==> src/rtl/bsg_manycore_link_sif_edge_absorber.sv <==
// ---------------------------------------------------------------------------
// bsg_manycore_link_sif_edge_absorber: registered edge tie-off that credits stray forward packets
// and absorbs stray return packets.  Revision: 1.0
// ---------------------------------------------------------------------------
`default_nettype none

module bsg_manycore_link_sif_edge_absorber #(
  parameter int addr_width_p   = 32,
  parameter int data_width_p   = 32,
  parameter int x_cord_width_p = -1,
  parameter int y_cord_width_p = -1,
  parameter int fifo_els_p     = 2,
  parameter int count_width_p  = 16,
  // return packet = {pkt_type[2], data, reg_id[5], y_cord, x_cord}
  localparam int ret_w_lp      = 2 + data_width_p + 5 + y_cord_width_p + x_cord_width_p,
  // forward packet = {addr, payload, return_pkt}
  localparam int fwd_pkt_w_lp  = addr_width_p + data_width_p + ret_w_lp,
  // link_sif = {fwd{v, data, ready_and_rev}, rev{v, data, ready_and_rev}}
  localparam int link_sif_w_lp = (fwd_pkt_w_lp + 2) + (ret_w_lp + 2)
) (
  input  logic                     clk_i,
  input  logic                     reset_i,
  input  logic [link_sif_w_lp-1:0] link_sif_i,
  output logic [link_sif_w_lp-1:0] link_sif_o,
  output logic [count_width_p-1:0] fwd_count_o,
  output logic [count_width_p-1:0] rev_drop_count_o,
  output logic                     err_o,
  output logic [ret_w_lp-1:0]      first_ret_pkt_o
);

  localparam int ptr_w_lp = (fifo_els_p > 1) ? $clog2(fifo_els_p) : 1;
  localparam int occ_w_lp = $clog2(fifo_els_p + 1);

  typedef struct packed {
    logic [addr_width_p-1:0] addr;
    logic [data_width_p-1:0] payload;
    logic [ret_w_lp-1:0]     return_pkt;
  } fwd_pkt_s;

  typedef struct packed {
    logic     v;
    fwd_pkt_s data;
    logic     ready_and_rev;
  } fwd_sif_s;

  typedef struct packed {
    logic                v;
    logic [ret_w_lp-1:0] data;
    logic                ready_and_rev;
  } rev_sif_s;

  typedef struct packed {
    fwd_sif_s fwd;
    rev_sif_s rev;
  } link_sif_s;

  link_sif_s w_in, w_out;
  assign w_in       = link_sif_i;
  assign link_sif_o = w_out;

  logic [ret_w_lp-1:0] r_mem [fifo_els_p];
  logic [ptr_w_lp-1:0] r_rptr, r_wptr;
  logic [occ_w_lp-1:0] r_occ;

  logic w_full, w_empty, w_fwd_ready, w_rev_v, w_accept, w_deq;

  // Ready comes only from registered occupancy, never from the array's rev ready.
  assign w_full      = (r_occ == occ_w_lp'(fifo_els_p));
  assign w_empty     = (r_occ == '0);
  assign w_fwd_ready = ~w_full & ~reset_i;
  assign w_rev_v     = ~w_empty & ~reset_i;
  assign w_accept    = w_in.fwd.v & w_fwd_ready;
  assign w_deq       = w_rev_v & w_in.rev.ready_and_rev;

  always_comb begin
    w_out                   = '0;
    w_out.fwd.ready_and_rev = w_fwd_ready;
    w_out.rev.v             = w_rev_v;
    w_out.rev.data          = r_mem[r_rptr];
    w_out.rev.ready_and_rev = ~reset_i;
  end

  function automatic logic [ptr_w_lp-1:0] next_ptr(input logic [ptr_w_lp-1:0] p);
    return (p == ptr_w_lp'(fifo_els_p - 1)) ? '0 : p + 1'b1;
  endfunction

  always_ff @(posedge clk_i) begin
    if (w_accept) r_mem[r_wptr] <= w_in.fwd.data.return_pkt;
  end

  always_ff @(posedge clk_i or posedge reset_i) begin
    if (reset_i) begin
      r_rptr <= '0;
      r_wptr <= '0;
      r_occ  <= '0;
    end else begin
      if (w_accept) r_wptr <= next_ptr(r_wptr);
      if (w_deq)    r_rptr <= next_ptr(r_rptr);
      if (w_accept & ~w_deq)      r_occ <= r_occ + 1'b1;
      else if (~w_accept & w_deq) r_occ <= r_occ - 1'b1;
    end
  end

  // Event counters saturate at all-ones; error capture latches only the first accept.
  always_ff @(posedge clk_i or posedge reset_i) begin
    if (reset_i) begin
      fwd_count_o      <= '0;
      rev_drop_count_o <= '0;
      err_o            <= 1'b0;
      first_ret_pkt_o  <= '0;
    end else begin
      if (w_accept && (fwd_count_o != '1))       fwd_count_o      <= fwd_count_o + 1'b1;
      if (w_in.rev.v && (rev_drop_count_o != '1)) rev_drop_count_o <= rev_drop_count_o + 1'b1;
      if (w_accept && !err_o) begin
        err_o           <= 1'b1;
        first_ret_pkt_o <= w_in.fwd.data.return_pkt;
      end
    end
  end

endmodule

`default_nettype wire

==> config.mk <==
export PLATFORM = sky130hd
export DESIGN_NAME = bsg_manycore_link_sif_edge_absorber
export DESIGN_NICKNAME = d
export VERILOG_FILES = /design/src/rtl/bsg_manycore_link_sif_edge_absorber.sv
export SDC_FILE = /design/constraint.sdc
export NUM_CORES = 1
export LEC_CHECK = 0
export CORE_MARGIN = 4
export CORE_UTILIZATION = 36
export CTS_CLUSTER_SIZE = 24
export DETAILED_ROUTE_END_ITERATION = 10
export HOLD_SLACK_MARGIN = 0.1
export PLACE_DENSITY_LB_ADDON = 0.1
export SYNTH_ARGS = -nofsm -noshare
export SYNTH_HDL_FRONTEND = slang
export SYNTH_SLANG_ARGS = --single-unit
==> constraint.sdc <==
create_clock -name clk_i -period 3.3 [get_ports clk_i]
set_input_delay 0.66 -clock clk_i [delete_from_list [all_inputs] [get_ports clk_i]]
set_output_delay 0.66 -clock clk_i [all_outputs]
set_load 0.02 [all_outputs]
==> summary.txt <==
Run
  • Max cap viols: 0

Clock tree
  • Root Buffer: clkbuf_16
  • Longest Clk Path Bufs: 2
  • Post-CTS Hold Fix Bufs: 0
  • CTS Buf Count: 17
  • Post-CTS Setup Inserts: 0
  • Skew-Pair Late Insertion Delay: 0.42 ns
  • # clock sinks: 148
  • Post-CTS sizing: 0
  • CTS tree: done
  • H-Tree Depth: 4
  • Clk slew on worst S/H paths: 0.06 ns

Place
  • PortBufs: 151
  • RePlAce Congestion: 0.804
  • Pre-CTS WS: 0.567 ns
  • HPWL after DPL: 10,100 um

Detailed routing
  • Final wirelength: 14,300 um
  • WL per Instance: 16.6 um
  • Post-DR vias/cell: 4.42
  • Via count: 3,819
  • Detailed Route Iter0 Violations: 99
  • Post-route DRC: 0
  • Antenna-violating nets left: 0
  • Router iterations before antenna repair: 4

Timing
  • Setup repair after global routing missed its margin: no
  • Setup TNS Final: 0 ns
  • Slew @ Worst Pin: 0.821 ns
  • Final number of max-transition violations: 0
  • Relative slew margins: 45.3%
  • Final hold viol count: 0
  • Post-route clock period utilization: 87.1%
  • Final Skew: 0.00820 ns
  • Max Clk Rate: 348 MHz
  • Final setup vio count: 0
  • Tmin final: 2.88 ns
  • Setup ws final: 0.424 ns

Yosys
  • Sequential share of the synthesized area: 61.7%
  • Gate Count Post-Synth: 456
  • Syn_area_per_cell: 14.5 um2
  • Synth unique cells: 32
  • Mapped Area: 6600 um2
  • Synth Register Bits: 148
  • Synthesis Warnings: 0

Critical path
  • Reg2Reg Launch Point: rev_drop_count_o[0]
  • Worst Path Arrival: 2.22 ns
  • CP bufs+invs: 2
  • Crit path launch type: flop
  • CP Max Fanout: 24
  • Worst-path cell chain: buf_12 -> mux2_2 -> clkdlybuf4s50_1
  • Max incr delay on CP: 0.61 ns
  • Crit path kind: reg2out
  • Required time worst endpoint: 2.64 ns
  • Top Family by Delay on Critical Path: buffers and inverters
  • Crit path launch: r_rptr
  • CP max stage cell: dfrtp_2
  • CP endpoint kind: primary output

Pwr
  • Pwr dens: 846 nW/um2
  • P_leak: 3.50 nW
  • Peak VDD IR: 437 uV

Global routing
  • First-pass GRT wire length: 21,600 um
  • Global Route Usage Sum: 13.7%
  • Initial antenna violation count: 0
  • Pin count of the biggest net entering global routing: 61
  • GRT overflow: 0
  • Vias in the first global route: 3,942

Cells and area
  • Fin nets: 770
  • Sequential cell area: 4080 um2
  • Synthesis-to-layout area growth: 31.5%
  • Filler cell count in the final layout: 1,604
  • Multi-input logic area: 2070 um2
  • Antenna cells: 0
  • Layout cell share with drive strength beyond 1: 19.7%

Floorplan
  • Die X-Extent: 143 um
  • # rows: 49
  • Die area: 20,600 um2
  • Die height: 143 um
  • Starting Density: 36.6%
  • Core area: 18,000 um2
  • I/O pin count: 356

Hold path
  • Hold Crit Class: reg2reg
  • Hold_sp: first_ret_pkt_o[22]

Outcome
  • Status: finished, final reports clean
[worst paths after layout]
path / to / slack [ns] / cells past startpoint
max: link_sif_o[37] / 0.42 / 3
min: first_ret_pkt_o[22] / 0.51 / 1
max reg2reg: rev_drop_count_o[1] / 1.21 / 4
min reg2reg: first_ret_pkt_o[22] / 0.51 / 1
max in group asynchronous: r_rptr / 1.74 / 3
min in group asynchronous: fwd_count_o[0] / 0.72 / 3
[layout make-up]
cell class	count	share of cell area, %
Sequential cell	148	46.9
Multi-Input combinational cell	292	23.9
Timing Repair Buffer	160	18.5
Clock buffer	20	5.15
Tap cell	229	3.30
Clock inverter	12	2.03
Inverter	4	0.216
[report_power, final]
part	internal (W)	switching, W
logic	0.00130	0.00130
registers	0.00239	0.000315
clock network	0.00129	0.000739
total	0.00498	0.00236
[per-stage QoR]
stage / power, W / instance area [um2] / instances / utilization (%) / hold slack (ns)
after global placement: 0.00535 / 8060 / 833 / 44.7 / 0.473
after detailed placement: 0.00539 / 8060 / 833 / 44.7 / 0.495
final: 0.00734 / 8680 / 865 / 48.2 / 0.505
after global routing: 0.00771 / 8680 / 865 / 48.2 / 0.519
after floorplan: 0.00419 / 6980 / 557 / - / 0.456
after CTS: 0.00746 / 8680 / 865 / 48.2 / 0.509
[cells in the mapped netlist]
master / instances / area, um2
and2_1: 2 / 12.5
and3_1: 4 / 25.0
and4_1: 2 / 17.5
buf_2: 4 / 20.0
buf_4: 107 / 803
clkbuf_1: 2 / 7.51
conb_1: 1 / 3.75
dfrtp_1: 74 / 1850
edfxtp_1: 74 / 2220
ha_1: 3 / 37.5
inv_1: 4 / 15.0
mux2_2: 76 / 856
nand2_1: 9 / 33.8
nand2b_1: 1 / 6.26
nand3_1: 7 / 35.0
nand4_1: 19 / 119
nand4_4: 1 / 21.3
nand4b_1: 1 / 8.76
nor2_1: 9 / 33.8
nor2_2: 1 / 6.26
nor2b_1: 1 / 6.26
nor3_1: 10 / 50.1
nor3b_1: 2 / 15.0
nor4_1: 1 / 6.26
nor4_2: 1 / 12.5
nor4_4: 1 / 21.3
nor4b_2: 1 / 15.0
o41a_1: 1 / 11.3
or2b_2: 1 / 8.76
or3_4: 1 / 11.3
xnor2_1: 19 / 166
xor2_1: 16 / 140
[registers in the layout, summed over array words and instances, names as in the netlist]
name / flops
r_mem: 74
rev_drop_count_o: 16
fwd_count_o: 16
r_wptr: 1
r_rptr: 1
r_occ: 2
err_o: 1
first_ret_pkt_o: 37
[routing by layer]
layer	GRT usage, %	part of all wire (%)
met1	17.3	42
met4	4.96	1.4
met2	21.4	48
met5	0	0
met3	5.42	8.5
[logic make-up after synthesis]
group / synth area share (%)
AO/OA/AOI/OAI: 0.171
XOR/XNOR: 4.64
adder cells (fa/ha/maj): 0.569
buffers and inverters: 12.8
flip-flops: 61.7
multiplexers: 13.0
other: 0.0568
AND/OR/NAND/NOR: 7.05
[placed cells by master (no fill, tap or decap), types with 2 or more instances in the layout]
master / synthesis / routed
clkdlybuf4s50_1: 0 / 151
nor3_1: 10 / 10
nor2_4: 0 / 2
buf_12: 0 / 2
inv_1: 4 / 3
xnor2_1: 19 / 19
conb_1: 1 / 102
nor2_1: 9 / 8
mux2_2: 76 / 76
and4_1: 2 / 2
nand2_1: 9 / 9
buf_4: 107 / 7
ha_1: 3 / 3
nand3_1: 7 / 7
clkbuf_16: 0 / 17
bufinv_16: 0 / 4
and2_1: 2 / 2
clkbuf_1: 2 / 2
edfxtp_1: 74 / 74
dfrtp_1: 74 / 73
and3_1: 4 / 3
clkinvlp_4: 0 / 5
inv_6: 0 / 2
nor3b_1: 2 / 2
xor2_1: 16 / 16
nand4_1: 19 / 19
No activity file was read; power rests on OpenSTA's default activity.
